===== src/rtl/uart_tx_frame.sv =====
// uart_tx_frame -- UART transmitter, one 8-bit word per frame.
// Frame: start(0), 8 data bits LSB first, optional parity, stop(1).
// Each bit is held for P clocks; P is the prescale latched at acceptance,
// with 0 treated as 1.
// Ports:
//   clk        system clock, rising edge
//   rest       asynchronous active-high reset
//   p_data     word to transmit
//   data_valid send request; only honoured in IDLE
//   par_en     1 = append parity bit
//   par_typ    0 = even, 1 = odd parity
//   prescale   clocks per bit (0 -> 1)
//   tx_out     serial line, idles at 1 (registered)
//   busy       frame in progress (registered)
//   tx_done    one-cycle pulse in the first IDLE cycle after a frame
module uart_tx_frame #(
  parameter int DATA_W = 8
) (
  input  logic              clk,
  input  logic              rest,
  input  logic [DATA_W-1:0] p_data,
  input  logic              data_valid,
  input  logic              par_en,
  input  logic              par_typ,
  input  logic [4:0]        prescale,
  output logic              tx_out,
  output logic              busy,
  output logic              tx_done
);

  typedef enum logic [2:0] {IDLE, START, DATA, PARITY, STOP} state_t;

  state_t            state, state_n;
  logic [4:0]        cnt, cnt_n;     // bit-time edge counter, runs 1..P
  logic [2:0]        idx, idx_n;     // data bit index
  logic [DATA_W-1:0] data_r;
  logic              par_en_r, par_typ_r;
  logic [4:0]        p_r;
  logic              load;
  logic              tx_n, busy_n, done_n;
  logic              par_bit;

  assign par_bit = (^data_r) ^ par_typ_r;

  // Outputs are computed from the next state so that they can be
  // registered without adding a cycle of latency to the line.
  always_comb begin
    state_n = state;
    cnt_n   = cnt;
    idx_n   = idx;
    load    = 1'b0;
    done_n  = 1'b0;
    case (state)
      IDLE: begin
        if (data_valid) begin
          load    = 1'b1;
          state_n = START;
          cnt_n   = 5'd1;
          idx_n   = 3'd0;
        end
      end
      default: begin
        if (cnt == p_r) begin
          cnt_n = 5'd1;
          case (state)
            START: begin
              state_n = DATA;
              idx_n   = 3'd0;
            end
            DATA: begin
              if (idx == 3'(DATA_W - 1)) state_n = par_en_r ? PARITY : STOP;
              else                       idx_n   = idx + 3'd1;
            end
            PARITY: state_n = STOP;
            STOP: begin
              state_n = IDLE;
              done_n  = 1'b1;
            end
            default: state_n = IDLE;
          endcase
        end else begin
          cnt_n = cnt + 5'd1;
        end
      end
    endcase

    tx_n   = 1'b1;
    busy_n = (state_n != IDLE);
    case (state_n)
      START:   tx_n = 1'b0;
      DATA:    tx_n = data_r[idx_n];
      PARITY:  tx_n = par_bit;
      default: tx_n = 1'b1;
    endcase
  end

  always_ff @(posedge clk or posedge rest) begin
    if (rest) begin
      state     <= IDLE;
      cnt       <= 5'd0;
      idx       <= 3'd0;
      data_r    <= '0;
      par_en_r  <= 1'b0;
      par_typ_r <= 1'b0;
      p_r       <= 5'd0;
      tx_out    <= 1'b1;
      busy      <= 1'b0;
      tx_done   <= 1'b0;
    end else begin
      state   <= state_n;
      cnt     <= cnt_n;
      idx     <= idx_n;
      tx_out  <= tx_n;
      busy    <= busy_n;
      tx_done <= done_n;
      if (load) begin
        data_r    <= p_data;
        par_en_r  <= par_en;
        par_typ_r <= par_typ;
        p_r       <= (prescale == 5'd0) ? 5'd1 : prescale;
      end
    end
  end

endmodule


===== config.mk =====
export PLATFORM = sky130hd
export DESIGN_NAME = uart_tx_frame
export DESIGN_NICKNAME = d
export VERILOG_FILES = /design/src/rtl/uart_tx_frame.sv
export SDC_FILE = /design/constraint.sdc
export NUM_CORES = 1
export LEC_CHECK = 0
export ABC_CLOCK_PERIOD_IN_PS = 2700
export BUFFER_PORTS_ARGS = -buffer_cell sky130_fd_sc_hd__buf_2
export CORE_MARGIN = 3
export CORE_UTILIZATION = 45
export CTS_BUF_LIST = sky130_fd_sc_hd__clkbuf_4 sky130_fd_sc_hd__clkbuf_8
export CTS_CLUSTER_SIZE = 25
export DETAILED_ROUTE_END_ITERATION = 10
export PLACE_DENSITY_LB_ADDON = 0.12
export SYNTH_ARGS = -nofsm -noshare
export SYNTH_HDL_FRONTEND = slang
export SYNTH_SLANG_ARGS = --single-unit

===== constraint.sdc =====
create_clock -name clk -period 2.7 [get_ports clk]
set_input_delay 0.135 -clock clk [delete_from_list [all_inputs] [get_ports clk]]
set_output_delay 0.135 -clock clk [all_outputs]
set_load 0.02 [all_outputs]

; ---- Word level (Yosys, flattened, before mapping)
; Index checks and enable logic that the tools add are counted.
[classes]
bitwise_logic = 1
magnitude_cmp = 1
n_addsub = 2
n_eq_ne = 10
n_mux = 23
n_reduce_logical = 4
[op_table]
columns = cell, n
row1 = 2-to-1 mux 3 bit, 9
row2 = 2-to-1 mux 5 bit, 4
row3 = equality test 3 x 2 -> 1 bit (second input constant), 4
row4 = one-hot mux 3 bit (3 select lines), 1
row5 = XOR reduction 8 bit, 1
row6 = equality test 3 x 1 -> 1 bit (second input constant), 2
row7 = equality test 3 bit (second input constant), 2
row8 = 2-to-1 mux 1 bit, 6
row9 = one-hot mux 3 bit (2 select lines), 1
row10 = adder 5 x 1 -> 5 bit (second input constant), 1
row11 = equality test 5 bit, 1
row12 = zero test 5 bit, 1
row13 = less-than comparator 3 x 4 -> 1 bit (second input constant), 1
row14 = adder 3 x 1 -> 3 bit (second input constant), 1
row15 = binary-select mux 1 bit (select 3 bit), 1
row16 = zero test 3 bit, 1
row17 = one-hot mux 1 bit (3 select lines), 1
row18 = nonzero test 3 bit, 1
row19 = != test 2 bit (second input constant), 1
row20 = XOR 1 bit, 1
[totals]
word_cells = 51
in_bits = 18
reg_bits = 29

; ---- Logic depth before layout (Yosys ltp)
; Gate-level depths: netlist of the first run.
[logic_depth]
depth_word = 8
ltp_mapped = 9
depth_no_buf = 9

; ---- Least setup slack after synthesis of the first run
; Ideal clock, no wire load.
[synth_timing]
path_type = flip-flop to flip-flop
startpoint = register idx[0]
endpoint = register tx_out
arrival_ns = 2.148
slack_ns = 0.464
path_stages_with_launch = 9
synth_period_minus_slack_ns = 2.236
setup_ns = 0.089
required_ns = 2.611
cell_sequence = dfrtp_1 -> ha_1 -> nand2_1 -> mux2_1 -> and4_1 -> nor3_4 -> mux2_1 -> o311ai_0 -> o211ai_2
[synth_via]
elab_chain_cells = 8
elab_cells_between_ends = 17
[synth_rtl]
columns = item, line_no
row1 = from (decl), 35  ; logic [2:0] idx, idx_n;
row2 = from (signal assigned), 112  ; idx <= idx_n;
row3 = adder 3 x 1 -> 3 bit or equality test 3 bit (tied branches), "72, 71"
row4 = 2-to-1 mux 3 bit, 71  ; if (idx == 3'(DATA_W - 1)) state_n = par_en_r ? PARITY : STOP;
row5 = one-hot mux 3 bit (2 select lines), 65  ; case (state)
row6 = 2-to-1 mux 3 bit, 63  ; if (cnt == p_r) begin
row7 = 2-to-1 mux 3 bit, 53  ; case (state)
row8 = binary-select mux 1 bit (select 3 bit), 91  ; DATA: tx_n = data_r[idx_n];
row9 = 2-to-1 mux 1 bit (not written as such), 91
row10 = one-hot mux 1 bit (3 select lines) *, 89  ; case (state_n)
row11 = named net tx_n, 40  ; logic tx_n, busy_n, done_n;
row12 = to (signal assigned), 113  ; tx_out <= tx_n;
row13 = to (decl), 26  ; output logic tx_out,
; The timed path passes the listed nets; every way through them passes the cells marked *. The select of a mux whose other input is x is not followed.
; A chain may end at the register's enable or synchronous reset.

; ---- Final worst setup path of the first run
[layout_timing]
startpoint = register idx[1]
endpoint = register tx_out
; The elaborated chain is that of the path after synthesis.

==> reports/results.ini, run 1 <==
[die]
pin_count = 21
die_area_um2 = 4360
start_util = 0.475
die_h_um = 66.1
chipWidth_um = 66.1
core-area_um2 = 3420
rows = 21

[power_and_ir_drop]
ir_drop_uv = 586
power_density_nw_per_um2 = 1290
p_leak_nw = 0.793
finalPower_mw = 2.44

[synth]
synth_top_area_share = 0.432
synth_commonest_cells = dfrtp_1 (28), nand2_1 (11), nor2_1 (11), xnor2_1 (11), mux2_2 (10)
synth_area_per_cell_um2 = 10.8
mappedNetlistArea_um2 = 1620
ys_types = 46
synth_top_area_cell = dfrtp_1
yosysWarnings = 0
yosysMostFrequentCell = dfrtp_1
async_reset_ff_frac = 1.00
ys_seq_area_frac = 0.448
synth_edf_count = 0
synth_top_flop_cell = dfrtp_1
synth_area_leaders = dfrtp_1 (43%), mux2_2 (6.9%), xnor2_1 (5.9%)
ys_ff_latch = 29
netlist_instances = 150
synth_fp_nets = 170

[flow_run]
timing.max_cap.violations = 0

[grt]
overflow = 0
grt_pass1_vias = 1187
grt_max_degree = 30
grt_usage = 0.169
grt_pass1_wl_um = 5480
antenna_found_initial = 0

[place]
pre_cts_ws_ns = 0.309
placed_cell_area_um2 = 1770
port_buffers = 20
place.gp.congestion = 0.861
placed_cells = 213
hpwl_um = 2310

[setup_path]
cp-end-kind = flop
cp_num_cells = 8
crit_family = multiplexers
startpoint_type = flop
r2r_slack_ns = 0.29
worstPathArrival_ns = 2.67
worstPathRequired_ns = 2.96
cpMostUsedCell = mux2_1
crit_type = reg2reg
path_cells = ha_1 -> nand2_1 -> mux2_1 -> and4_1 -> nor3_4 -> mux2_1 -> o311ai_0 -> o211ai_2
worst_r2r_startpoint = idx[1]$_DFF_PP0_
path_buf_inv = 0
critical_path.slowest_cell = dfrtp_1
critical-path-max-stage-delay_ns = 0.42
path_max_fanout = 4
rr_worst_depth = 8
r2r-end = tx_out$_DFF_PP1_

[clock_tree]
insertion_delay_ns = 0.33
clock-sinks = 29
clock_path_buffers = 2
cts_buffers = 5
tritoncts = done
cts.clk_slew.worst_paths_ns = 0.09
htree_levels = 2
root_buffer = clkbuf_4

[min_path]
holdPathStages = 2
min_from = p_data[4]
hold_end = data_r[4]$_DFFE_PP0P_
hold_class = in2reg

[final_layout]
instances_no_fill = 226
final_util = 0.553
stdcell_area_um2 = 1890
area_growth_pct = 16.3
drive_gt1_frac = 0.294
finalNetCount = 199
antenna_cells = 0

[sta]
whs_ns = 0.0281
tightest_slew_ns = 1.07
hold_violations = 0
rsz0062_at_grt = no
period_minus_slack_ns = 2.41
worst_slack_ns = 0.295
max_slew_margin = 0.288
period_share = 0.891
slew_violations = 0
max_freq_mhz = 416
fin_worst_skew_ns = 0.0120
setup_viol = 0
setup_tns_ns = 0

[route]
dr.pass1.iters = 4
drt-total-wl_um = 3120
avgRoutedWirePerCell_um = 13.8
drcViolationCount = 0
vias = 1202
vias_per_cell = 5.32
ant_nets = 0
drt_iter0_markers = 80

[outcome]
status = finished, final reports clean

-- repair_timing --
item / 4_1_cts / 5_1_grt
setup buffers: 0 / 0
gates resized for setup: 0 / 0
endpoints found under the hold margin: 5 / 0
setup endpoints to repair: 0 / 0
hold buffers: 5 / 0
-- power breakdown --
part	leakage, nW	switching, mW	internal [mW]
Clock	0.0413	0.152	0.151
Combinational	0.410	0.598	0.636
Sequential	0.342	0.259	0.644
-- per-layer routing --
metal  GRT usage  wire length [um]  vias up  part of all wire
met2       0.255              1440       32              0.46
met4       0.104                89        0             0.029
met3      0.0510               156       11             0.050
met1       0.210              1440      563              0.46
li1            -                 -      596                 -
met5           0                 0        -                 0
-- logic make-up after synthesis --
logic type / count (synthesis) / share of synthesized area
xor+xnor: 15 / 0.0902
flops: 29 / 0.448
mux: 16 / 0.109
buf+inv: 12 / 0.0331
simple gates: 47 / 0.172
fa+ha+maj: 2 / 0.0154
compound gates: 29 / 0.132
-- worst register-to-register path, delay by kind of cell, from the launching register on --
kind                     cells  cell delay [ns]
AND/OR/NAND/NOR              3             0.55
multiplexers                 2             0.68
AO/OA/AOI/OAI                2             0.47
adder cells (fa/ha/maj)      1             0.22
flip-flops                   1             0.42
-- worst max path at each step --
stage,startpoint,to,slack [ns]
floorplan,idx[0]$_DFF_PP0_,tx_out$_DFF_PP1_,0.46
global placement,idx[1]$_DFF_PP0_,tx_out$_DFF_PP1_,0.38
detailed placement,idx[0]$_DFF_PP0_,tx_out$_DFF_PP1_,0.31
CTS,idx[1]$_DFF_PP0_,tx_out$_DFF_PP1_,0.28
global route,idx[1]$_DFF_PP0_,tx_out$_DFF_PP1_,0.14
finish,idx[1]$_DFF_PP0_,tx_out$_DFF_PP1_,0.29
-- area by class of cell --
type                       instances  area [um2]
clock buffer                       7        65.1
clock inverter                     1        5.00
fill                             318        1530
inverter                           7        26.3
multi-input combinational        109         842
sequential                        29         727
tap                               46        57.6
timing repair buffer              27         165
-- cells in the final DEF, fill, tap and decap left out, types with 2 or more instances in the layout --
| cell | Yosys | final |
|---|---|---|
| a21oi_1 | 4 | 4 |
| nand2_1 | 11 | 11 |
| mux2_1 | 4 | 4 |
| nor2_1 | 11 | 11 |
| mux2_2 | 10 | 10 |
| dfrtp_1 | 28 | 28 |
| xor2_2 | 2 | 2 |
| nor4_1 | 3 | 3 |
| nand3_1 | 4 | 4 |
| clkbuf_8 | 0 | 2 |
| or2_4 | 2 | 2 |
| and3_1 | 4 | 4 |
| dlygate4sd3_1 | 0 | 5 |
| o21ai_1 | 4 | 4 |
| buf_4 | 0 | 2 |
| ha_1 | 2 | 2 |
| mux2i_1 | 2 | 2 |
| inv_1 | 6 | 6 |
| o21ai_0 | 5 | 5 |
| buf_2 | 1 | 20 |
| xnor2_1 | 11 | 11 |
| o31ai_1 | 2 | 2 |
| clkbuf_4 | 0 | 5 |
| nor2b_1 | 3 | 3 |
| a31oi_1 | 2 | 2 |
| a22o_1 | 2 | 2 |
| xor2_1 | 2 | 2 |
-- state kept, by name, summed over array words and instances (netlist names), 3 cells and up --
name and count:
state 3, data_r 8, idx 3, cnt 5, p_r 5
Note: power is estimated with default switching activity, not from simulation.
==> inputs of run 2 (changes only) <==
- CTS_BUF_LIST: sky130_fd_sc_hd__clkbuf_4 sky130_fd_sc_hd__clkbuf_8 -> sky130_fd_sc_hd__clkbuf_8 sky130_fd_sc_hd__clkbuf_16
- CTS_CLUSTER_SIZE: 25 -> not set
==> reports/results.ini, run 2 (synthesis results as in run 1) <==
[die]
core-area_um2 = 3420  ; unchanged
start_util = 0.475  ; unchanged
die_h_um = 66.1  ; unchanged
pin_count = 21  ; unchanged
rows = 21  ; unchanged
die_area_um2 = 4360  ; unchanged
chipWidth_um = 66.1  ; unchanged

[final_layout]
antenna_cells = 0  ; unchanged
layout_commonest_cell = dfrtp_1
finalNetCount = 194  ; -2.5%
multi_input_area_um2 = 842  ; unchanged
seq_area_um2 = 727  ; unchanged
fillCellCount = 320  ; +0.63%
largest_reg_flops = 8  ; unchanged
drive_gt1_frac = 0.303  ; +0.00841
final_cell_mix = dfrtp_1 (28), buf_2 (20), nand2_1 (11), nor2_1 (11), xnor2_1 (11)
regMostFlops = data_r
area_growth_pct = 15.2
reg.largest.list = data_r: 8 flops, cnt: 5 flops, p_r: 5 flops

[power_and_ir_drop]
finalPower_mw = 2.52  ; +3.4%
p_leak_nw = 0.785  ; -1.0%
power_density_nw_per_um2 = 1350  ; +4.5%
ir_drop_uv = 663  ; +13%

[setup_path]
worstPathRequired_ns = 2.90  ; -0.06 ns
cpMostUsedCell = mux2_1
critical_path.slowest_cell = dfrtp_1
path_buf_inv = 0  ; unchanged
path_max_fanout = 4  ; unchanged
crit_family = multiplexers
rr_worst_depth = 8  ; unchanged
cp-end-kind = flop
worstPathArrival_ns = 2.60  ; -0.07 ns
critical-path-max-stage-delay_ns = 0.41  ; about the same
cp_num_cells = 8  ; unchanged
startpoint_type = flop
crit_type = reg2reg
path_cells = ha_1 -> nand2_1 -> mux2_1 -> and4_1 -> nor3_4 -> mux2_1 -> o311ai_0 -> o211ai_2

[clock_tree]
cts_hold_buf = 0  ; -5
clock_path_buffers = 2  ; unchanged
root_buffer = clkbuf_8
clock-sinks = 29  ; unchanged
tritoncts = done
cts_buffers = 5  ; unchanged
cts.clk_slew.worst_paths_ns = 0.06  ; -0.03 ns
postCtsResizedCells = 0  ; unchanged
cts_setup_buffers = 0  ; unchanged
insertion_delay_ns = 0.28  ; -0.05 ns
htree_levels = 2  ; unchanged

[grt]
grt_pass1_wl_um = 5380  ; -1.8%
overflow = 0  ; unchanged
grt_usage = 0.168  ; -0.00144
antenna_found_initial = 0  ; unchanged
grt_max_degree = 30  ; unchanged
grt_pass1_vias = 1180  ; -0.59%

[route]
wl_met2_um = 1450  ; +0.35%
top_layer = met4
dr_wl_met3_um = 143  ; -8.3%
vias_per_cell = 5.32  ; about the same
drt-total-wl_um = 3090  ; -1.2%
drcViolationCount = 0  ; unchanged
drt_iter0_markers = 61  ; -24%
vias = 1175  ; -2.2%
ant_nets = 0  ; unchanged
wl_met1_um = 1440  ; +0.14%
avgRoutedWirePerCell_um = 14.0  ; +1.1%
dr.pass1.iters = 4  ; unchanged

[sta]
tightest_slew_ns = 1.06  ; -0.00881 ns
period_minus_slack_ns = 2.40  ; -0.00288 ns
hold_violations = 0  ; unchanged
slew_violations = 0  ; unchanged
setup_tns_ns = 0  ; unchanged
period_share = 0.890  ; -0.00107
max_freq_mhz = 416  ; +0.12%
fin_worst_skew_ns = 0.00866  ; -0.00330 ns
max_slew_margin = 0.294  ; +0.00588
setup_viol = 0  ; unchanged
rsz0062_at_grt = no

[place]
hpwl_um = 2310  ; unchanged
port_buffers = 20  ; unchanged
place.gp.congestion = 0.861  ; unchanged

[outcome]
status = finished, final reports clean

[flow_run]
timing.max_cap.violations = 0  ; unchanged

[min_path]
hold_class = in2reg
holdPathStages = 3  ; +1

## run 2: cell types whose count changed in the layout (fill, tap and decap cells not counted)
cell           previous run  this run
clkbuf_8                  2         7
clkbuf_4                  5         0
dlygate4sd3_1             5         0
## run 2: cell type report
class                           count  share of cell area
Clock inverter                      1             0.00268
Multi-Input combinational cell    109               0.450
Clock buffer                        7              0.0515
Tap cell                           46              0.0308
Timing Repair Buffer               22              0.0616
Sequential cell                    29               0.389
Inverter                            7              0.0141
## run 2: layer usage
metal / track usage / vias to the layer above
met5: 0 / -
met4: 0.112 / 0
met3: 0.0561 / 6
met2: 0.250 / 33
met1: 0.204 / 551
li1: - / 585
## run 2: metrics by stage
stage | setup slack, ns | hold WS [ns] | instances | instance area (um2) | util
after floorplan | 0.464 | 0.212 | 150 | 1620 | -
after global placement | 0.379 | 0.340 | 213 | 1770 | 0.518
after detailed placement | 0.309 | 0.352 | 213 | 1770 | 0.518
after CTS | 0.282 | 0.0591 | 221 | 1870 | 0.547
after global routing | 0.146 | 0.0701 | 221 | 1870 | 0.547
final | 0.297 | 0.0670 | 221 | 1870 | 0.547
## run 2: worst paths after layout
path | slack [ns] | from | to
max | 0.30 | idx[1]$_DFF_PP0_ | tx_out$_DFF_PP1_
min | 0.07 | p_data[6] | data_r[6]$_DFFE_PP0P_
max reg2reg | 0.30 | idx[1]$_DFF_PP0_ | tx_out$_DFF_PP1_
min reg2reg | 0.53 | p_r[1]$_DFFE_PP0P_ | p_r[1]$_DFFE_PP0P_
max in group asynchronous | 1.95 | rest | state[1]$_DFF_PP0_
min in group asynchronous | 0.11 | rest | cnt[0]$_DFFE_PP0P_
## run 2: where the power goes
part           total (mW)  switching, mW  internal, mW
clock               0.392          0.162         0.230
combinational        1.23          0.600         0.631
sequential          0.901          0.255         0.646
## run 2: tightest hold or removal path, stage by stage
cell and delay (ns):
buf_2 0.08, nand2_1 0.04, o21ai_1 0.06
